===== src/rtl/zigzag_block_reader.sv =====
// zigzag_block_reader: takes one 8x8 coefficient block in raster order
// (index = v*8+u) and emits it in JPEG zigzag order with position tags.
// Optional feature macro: ZIGZAG_DOUBLE_BUF_EN. When defined, two banks let
// filling and draining overlap for 1 coefficient/cycle steady state. When
// undefined, a single bank alternates strictly between FILL and DRAIN.
module zigzag_block_reader #(
  parameter int DATA_W = 12
) (
  input  logic              clk,
  input  logic              rst,
  input  logic              restart,
  input  logic              in_valid,
  output logic              in_ready,
  input  logic [DATA_W-1:0] in_data,
  output logic              out_valid,
  input  logic              out_ready,
  output logic [DATA_W-1:0] out_data,
  output logic [5:0]        out_pos,
  output logic              out_last,
  output logic              busy
);

  // Raster index to read for each zigzag position.
  localparam logic [5:0] ZZ [64] = '{
     0,  1,  8, 16,  9,  2,  3, 10, 17, 24, 32, 25, 18, 11,  4,  5,
    12, 19, 26, 33, 40, 48, 41, 34, 27, 20, 13,  6,  7, 14, 21, 28,
    35, 42, 49, 56, 57, 50, 43, 36, 29, 22, 15, 23, 30, 37, 44, 51,
    58, 59, 52, 45, 38, 31, 39, 46, 53, 60, 61, 54, 47, 55, 62, 63
  };

  logic [5:0]        wr_cnt_q, wr_cnt_d;
  logic [5:0]        rd_cnt_q, rd_cnt_d;
  logic              in_fire, out_fire;
  logic [DATA_W-1:0] rd_word;

  // restart wins over both handshakes, so nothing moves in that cycle.
  assign in_fire  = in_valid  & in_ready  & ~restart;
  assign out_fire = out_valid & out_ready & ~restart;

`ifdef ZIGZAG_DOUBLE_BUF_EN

  logic [DATA_W-1:0] mem_q [2][64];
  logic [1:0]        full_q, full_d;
  logic              wr_bank_q, wr_bank_d;
  logic              rd_bank_q, rd_bank_d;

  // Fill side stalls only when the bank it would write still awaits draining.
  assign in_ready  = ~full_q[wr_bank_q];
  assign out_valid = full_q[rd_bank_q];
  assign busy      = (wr_cnt_q != 6'd0) | (|full_q);
  assign rd_word   = mem_q[rd_bank_q][ZZ[rd_cnt_q]];

  // Next-state for counters, bank pointers and bank-full flags.
  // NOTE: every variable gets a default first so no path leaves it unassigned (no latch).
  always_comb begin
    wr_cnt_d  = wr_cnt_q;
    rd_cnt_d  = rd_cnt_q;
    full_d    = full_q;
    wr_bank_d = wr_bank_q;
    rd_bank_d = rd_bank_q;
    if (in_fire) begin
      wr_cnt_d = wr_cnt_q + 6'd1;
      if (wr_cnt_q == 6'd63) begin
        full_d[wr_bank_q] = 1'b1;
        wr_bank_d         = ~wr_bank_q;
      end
    end
    // Fill and drain never touch the same flag in one cycle: fill needs its
    // bank empty, drain needs its bank full.
    if (out_fire) begin
      rd_cnt_d = rd_cnt_q + 6'd1;
      if (rd_cnt_q == 6'd63) begin
        full_d[rd_bank_q] = 1'b0;
        rd_bank_d         = ~rd_bank_q;
      end
    end
    if (restart) begin
      wr_cnt_d  = 6'd0;
      rd_cnt_d  = 6'd0;
      full_d    = 2'b00;
      wr_bank_d = 1'b0;
      rd_bank_d = 1'b0;
    end
  end

  // Control state register.
  // NOTE: sequential state uses non-blocking assignments so all flops update together.
  always_ff @(posedge clk or negedge rst) begin
    if (!rst) begin
      wr_cnt_q  <= 6'd0;
      rd_cnt_q  <= 6'd0;
      full_q    <= 2'b00;
      wr_bank_q <= 1'b0;
      rd_bank_q <= 1'b0;
    end else begin
      wr_cnt_q  <= wr_cnt_d;
      rd_cnt_q  <= rd_cnt_d;
      full_q    <= full_d;
      wr_bank_q <= wr_bank_d;
      rd_bank_q <= rd_bank_d;
    end
  end

  // Coefficient storage, written in raster order into the fill bank.
  // NOTE: the buffer is reset to zero on purpose; restart leaves it untouched.
  always_ff @(posedge clk or negedge rst) begin
    if (!rst) begin
      for (int b = 0; b < 2; b++)
        for (int i = 0; i < 64; i++)
          mem_q[b][i] <= '0;
    end else if (in_fire) begin
      mem_q[wr_bank_q][wr_cnt_q] <= in_data;
    end
  end

`else

  typedef enum logic {FILL, DRAIN} state_e;

  state_e            state_q, state_d;
  logic [DATA_W-1:0] mem_q [64];

  assign in_ready  = (state_q == FILL);
  assign out_valid = (state_q == DRAIN);
  assign busy      = (wr_cnt_q != 6'd0) | (state_q == DRAIN);
  assign rd_word   = mem_q[ZZ[rd_cnt_q]];

  // Next-state: FILL until 64 accepts, then DRAIN until 64 handshakes.
  // NOTE: every variable gets a default first so no path leaves it unassigned (no latch).
  always_comb begin
    state_d  = state_q;
    wr_cnt_d = wr_cnt_q;
    rd_cnt_d = rd_cnt_q;
    unique case (state_q)
      FILL: begin
        if (in_fire) begin
          wr_cnt_d = wr_cnt_q + 6'd1;
          if (wr_cnt_q == 6'd63) state_d = DRAIN;
        end
      end
      DRAIN: begin
        if (out_fire) begin
          rd_cnt_d = rd_cnt_q + 6'd1;
          if (rd_cnt_q == 6'd63) state_d = FILL;
        end
      end
      default: state_d = FILL;
    endcase
    if (restart) begin
      state_d  = FILL;
      wr_cnt_d = 6'd0;
      rd_cnt_d = 6'd0;
    end
  end

  // Control state register.
  // NOTE: sequential state uses non-blocking assignments so all flops update together.
  always_ff @(posedge clk or negedge rst) begin
    if (!rst) begin
      state_q  <= FILL;
      wr_cnt_q <= 6'd0;
      rd_cnt_q <= 6'd0;
    end else begin
      state_q  <= state_d;
      wr_cnt_q <= wr_cnt_d;
      rd_cnt_q <= rd_cnt_d;
    end
  end

  // Coefficient storage, written in raster order.
  // NOTE: the buffer is reset to zero on purpose; restart leaves it untouched.
  always_ff @(posedge clk or negedge rst) begin
    if (!rst) begin
      for (int i = 0; i < 64; i++) mem_q[i] <= '0;
    end else if (in_fire) begin
      mem_q[wr_cnt_q] <= in_data;
    end
  end

`endif

  // Output fields read zero whenever no coefficient is being offered.
  assign out_data = out_valid ? rd_word : '0;
  assign out_pos  = rd_cnt_q;
  assign out_last = out_valid & (rd_cnt_q == 6'd63);

endmodule


===== config.mk =====
export PLATFORM = sky130hd
export DESIGN_NAME = zigzag_block_reader
export DESIGN_NICKNAME = d
export VERILOG_FILES = /design/src/rtl/zigzag_block_reader.sv
export SDC_FILE = /design/constraint.sdc
export NUM_CORES = 1
export LEC_CHECK = 0
export CAP_MARGIN = 15
export CELL_PAD_IN_SITES_DETAIL_PLACEMENT = 0
export CELL_PAD_IN_SITES_GLOBAL_PLACEMENT = 1
export CORE_MARGIN = 4
export CORE_UTILIZATION = 47
export CTS_CLUSTER_DIAMETER = 50
export DETAILED_ROUTE_END_ITERATION = 8
export GPL_TIMING_DRIVEN = 0
export PLACE_DENSITY_LB_ADDON = 0.1
export SYNTH_ARGS = -nofsm -noshare
export SYNTH_HDL_FRONTEND = slang
export SYNTH_SLANG_ARGS = --single-unit

===== constraint.sdc =====
create_clock -name clk -period 3.75 [get_ports clk]
set_input_delay 0.5625 -clock clk [delete_from_list [all_inputs] [get_ports clk]]
set_output_delay 0.5625 -clock clk [all_outputs]
set_load 0.005 [all_outputs]

# ---- Word-level counts from Yosys, hierarchy flattened
# Memory sizes are Yosys's and may differ from the RTL's.
# Index checks and enable logic that the tools add are counted.
dict set report word_totals {
  register_bits 781
  rom_bits 384
  inputBits 17
  out_inout_bits 22
  word_cells 116
  memories 1
}
dict set report op_classes {
  addsub 2
  magnitude_cmp 4
  n_eq_ne 3
  mux 21
  bitwise_logic 11
  reduce_logical 7
}
# memory depth width read_ports rd_ports_with_merged_regs write_ports line
set mem_list {}
lappend mem_list {{(no name shown)} 64 6 1 0 0 126} ;# assign rd_word = mem_q[ZZ[rd_cnt_q]];
# op n
set ops {}
lappend ops {{768-bit bitwise mux} 1}
lappend ops {{12-bit binary-select mux with 6-bit select} 1}
lappend ops {{12-bit demux with 6-bit select} 1}
lappend ops {{12-bit 2-to-1 mux} 4}
lappend ops {{6-bit 2-to-1 mux} 8}
lappend ops {{7-bit greater-or-equal comparator, second input constant} 3}
lappend ops {{6-bit NOT with 7-bit output} 3}
lappend ops {{6-bit by 1-bit adder with 6-bit output, second input constant} 2}
lappend ops {{6-bit equality test, second input constant} 2}
lappend ops {{7-bit by 1-bit less-than comparator with 1-bit output, second input constant} 1}
lappend ops {{2-bit nonzero test} 3}
lappend ops {{6-bit nonzero test} 1}
lappend ops {{1-bit bitwise AND} 5}
lappend ops {{1-bit 2-to-1 mux} 5}
lappend ops {{2-bit AND reduction} 2}
lappend ops {{2-bit != test, second input constant} 1}
lappend ops {{1-bit NOT} 2}
lappend ops {{1-bit one-hot mux with 2 select lines} 1}
lappend ops {{1-bit logical AND} 1}
lappend ops {{1-bit OR} 1}

# ---- Depth between registers and ports, before layout
dict set report depth {
  depth_word 9
  ltp_mapped 16
  mapped_depth_nobuf 12
}

# ---- Worst setup path after synthesis
# OpenSTA, ideal clock, no wires.
dict set report synth_timing {
  path_type {register to output}
  from {register rd_cnt_q[0], in the netlist out_pos[0]}
  to {output port out_data[6]}
  arrival_ns 3.211
  required_ns 3.188
  setup_slack_ns -0.023
  stages_incl_launch_ff 14
  cell_sequence {dfrtp_1 -> buf_2 -> inv_1 -> ha_1 -> and2b_1 -> o211ai_2 -> a311oi_4 -> buf_2 -> buf_2 -> nand2_1 -> nand3_1 -> a21oi_1 -> or4_1 -> o311ai_1}
}
dict set report synth_via {
  elab_chain_cells 9
}
# item line
set synth_lines {}
lappend synth_lines {{from (decl)} 32} ;# logic [5:0] rd_cnt_q, rd_cnt_d;
lappend synth_lines {{from (signal assigned)} 166} ;# rd_cnt_q <= rd_cnt_d;
lappend synth_lines {{6-bit NOT with 7-bit output (not written as such)} 126}
lappend synth_lines {{memory 64 x 6 bit} n/a}
lappend synth_lines {{6-bit 2-to-1 mux (not written as such) (2 in a row)} 126}
lappend synth_lines {{6-bit NOT with 7-bit output (not written as such)} 126}
lappend synth_lines {{12-bit binary-select mux with 6-bit select} 126}
lappend synth_lines {{12-bit 2-to-1 mux (not written as such) (2 in a row)} 126}
lappend synth_lines {{12-bit 2-to-1 mux} 183} ;# assign out_data = out_valid ? rd_word : '0;
lappend synth_lines {{to (decl)} 17} ;# output logic [DATA_W-1:0] out_data,
# No other way between the ends. The select of a mux whose other input is x is not followed.

# ---- Final worst setup path
dict set report layout_timing {
  from {register rd_cnt_q[0], in the netlist out_pos[0]}
  to {output port out_data[2]}
}
# The elaborated chain is that of the path after synthesis.

==> impl_results.md <==
- Status: finished, violations left
- Failing checks: negative setup slack
- Cells after synthesis: 3,405
- Largest family of logic cells by synthesized area: multiplexers
- Routability cong.: 0.9657
- Main synth FF type: dfrtp_1
- Fillers: 6,553
- Layout cells sized above 1: 37.98%
- Final count of pins violating max slew: 0
- Hold Path Class: input port to asynchronous set/reset pin
- Area leader, netlist: dfrtp_1
- Global-route wire length before repair: 208.2 mm
- Die area: 0.08472 mm2
- CTS Buf Count: 103
- Synthesized-area fraction occupied by xor and xnor cells: 0.1628%
- RSZ-0062 raised after global routing: true
- Async S/R FF share, synth: 100.0%
- Clk_skew: 0.02298 ns
- Area Overhead vs Synth: 24.16%
- Post-synthesis mux area share: 24.67%
- Netlist cell types: 74
- Post-layout worst setup margin: -1.441 ns
- Chip Width: 291.1 um
- Core area: 0.07926 mm2
- H-tree levels: 3
- M1 wire length: 60.73 mm
- Part of the cycle the worst path needs: 138.4%
- DR pass1 iterations: 5
- Final setup violation count: 12
- Top routing layer in use: met5
- Crit. End Element: primary output
- WL met2: 65.22 mm
- Initial DRC count: 2,592
- Worst-path clk slew: 0.06 ns
- Gr ovfl total: 0
- Total power: 0.02044 W
- Die H: 291.1 um
- Synthesized area: 0.03766 mm2
- Max Cap Viol: 0
- RR Endpoint: mem_q[70]$_DFFE_PN0P_
- Yosys warns: 0
- Fmax: 192.7 MHz
- Initial antenna violation count: 10
- CP Max Fanout: 8
- Num Clock Sinks: 781
- CTS Root Cell: clkbuf_16
- Latest clock arrival within the worst-skew pair: 0.68 ns
- Worst relative slew slack: 8.218%
- Final nets: 3,664
- Worst-Margin Slew: 1.377 ns
- Wire per inst: 30.40 um
- Minimum clock period: 5.191 ns
- Post-synth EDFFs: 0
- Hpwl dp: 102.3 mm
- Crit Path Class: flop to primary output
- Vias in the first global route: 29.61k
- Seq cells post-synth: 781
- TNS Setup: -16.44 ns
- Top area cells in the synthesized netlist: dfrtp_1 52%, mux2_2 23%, nand2_1 7.4%
- Number of buffers added on ports: 26
- Row count: 103
- Post-Synth Simple-Gate Area: 13.47%
- Post-synthesis adder-cell area fraction: 0.4984%
- Synth Area per Inst: 11.06 um2
- Register area share after synthesis: 51.90%
- Reg2Reg Setup Slack: 0.39 ns
- Vias: 29.31k
- Commonest cells after routing, fill and taps aside: 781 x mux2_2, 778 x dfrtp_1, 742 x nand2_1
- Commonest non-fill, non-tap cell in the layout: mux2_2
- Endpoints failing hold: 0
- PD cells: 437.3 mW/mm2
- Vias per Instance: 6.150
- Largest net degree at the start of global routing: 124
- Origin of the critical flop-to-flop path: out_valid$_DFF_PN0_
- CTS tree: done
- Peak VDD IR: 0.0003451 V
- R2R cell count: 9
- Synth top area share: 51.90%
- Routed WL: 144.9 mm
- Max clock buf depth: 3
- Starting Density: 47.51%
- DRC: 0
- Met3 Wirelength: 10.61 mm
- Leak pwr: 22.37 nW
- CP Launch Type: flop
- Total global-route track usage: 33.50%
- Antenna-violating nets left: 0
- Critical Path RT: 3.19 ns
- Syn Nets: 3,437
- Crit path arrival time: 4.63 ns
- IO Pins: 39
- Synth Area in Compound Gates: 5.582%
## worst max-delay path, stage by stage (launching register included)
cell and delay, ns:
dfrtp_2 0.44, buf_8 0.14, clkinvlp_4 0.12, buf_12 0.11
ha_2 0.23, mux2_4 0.18, a21oi_4 0.06, a311o_2 0.45
buf_12 0.16, buf_12 0.14, buf_12 0.13, nor2_4 0.21
buf_8 0.19, a32oi_4 0.08, and4_4 0.22, o41ai_4 0.64
o311ai_4 0.25, buf_2 0.20
## per-stage QoR
step	setup slack [ns]	util [%]	cell area [um2]	hold WS [ns]	cells
2_1_floorplan	0.03424	-	37660	0.2669	3405
3_3_place_gp	-34.96	49.50	39240	0.4837	4481
3_5_place_dp	-3.318	50.06	39680	0.4919	4504
4_1_cts	-1.369	58.12	46070	0.4494	4744
5_1_grt	-1.493	58.99	46750	0.4995	4765
6_report	-1.441	58.99	46760	0.4530	4766
## cells by family after synthesis
family                   count (synthesis)
AND/OR/NAND/NOR                       1155
adder cells (fa/ha/maj)                 15
flip-flops                             781
XOR/XNOR                                 7
AO/OA/AOI/OAI                          297
buffers and inverters                  320
multiplexers                           830
## Yosys cell counts, types with 3 or more instances
master	instances
o21ai_1	4
nor2b_1	10
a2bb2oi_1	10
nor2_1	59
buf_1	22
o21ai_0	9
o221ai_1	5
o31ai_1	4
xnor2_1	4
o41ai_1	12
a22o_1	11
nor3_1	13
o311ai_1	10
mux2i_1	46
o211ai_1	11
xor2_1	3
a31oi_1	79
clkbuf_1	189
a311oi_1	13
o2bb2ai_1	11
buf_2	72
nand2b_1	6
buf_4	25
nand3_1	150
dfrtp_1	781
and3_1	93
inv_1	7
ha_1	15
a211oi_1	5
nor4_1	4
or4_1	11
and2_1	6
and4_1	11
nand2_1	746
a21oi_1	61
nand4_1	28
nand3b_1	3
o22ai_1	11
a21o_1	10
a32oi_1	12
mux2_2	782
## repair_timing
action | in CTS | in global routing
hold endpoints to repair | 53 | 0
hold buffers | 1 | 0
buffers inserted | 46 | 24
gates cloned | 6 | 1
gates resized for setup | 523 | 126
pin swaps | 72 | 48
endpoints found under the setup margin | 33 | 27
## state kept, by name (all words and copies together), names as in the netlist
signal,count
out_pos,6
out_valid,1
mem_q,768
wr_cnt_q,6
## report_power, final
part	leakage (nW)	internal [W]	switching [W]
clock	1.79	0.00669	0.00393
combinational	9.75	0.000363	0.000727
sequential	10.8	0.00860	0.000128
total	22.4	0.0157	0.00479
## layout make-up
type / count / area, um2 / area share, %
Antenna cell: 1 / 2.502 / 0.005352
Buffer: 307 / 2228 / 4.766
Clock buffer: 136 / 2861 / 6.120
Clock inverter: 52 / 848.3 / 1.814
Inverter: 10 / 45.04 / 0.09634
Multi-Input combinational cell: 2304 / 18480 / 39.52
Sequential cell: 781 / 19550 / 41.81
Tap cell: 1050 / 1314 / 2.810
Timing Repair Buffer: 125 / 1429 / 3.056
## worst max path at each step
stage | slack [ns] | end | start | cells after the start
floorplan | 0.03 | out_data[3] | out_pos[0]$_DFFE_PN0P_ | 14
global placement | -34.96 | out_pos[0]$_DFFE_PN0P_ | rst | 1
detailed placement | -3.32 | out_data[2] | out_pos[1]$_DFFE_PN0P_ | 12
CTS | -1.37 | out_data[10] | out_pos[0]$_DFFE_PN0P_ | 16
global route | -1.49 | out_data[2] | out_pos[0]$_DFFE_PN0P_ | 16
finish | -1.44 | out_data[2] | out_pos[0]$_DFFE_PN0P_ | 17
## layer usage
metal,up-vias,track usage [%]
met1,15280,45.56
met3,330,6.149
met2,1249,51.89
met5,-,0
met4,6,16.47
li1,12450,-
Note: power is estimated with default switching activity, not from simulation.
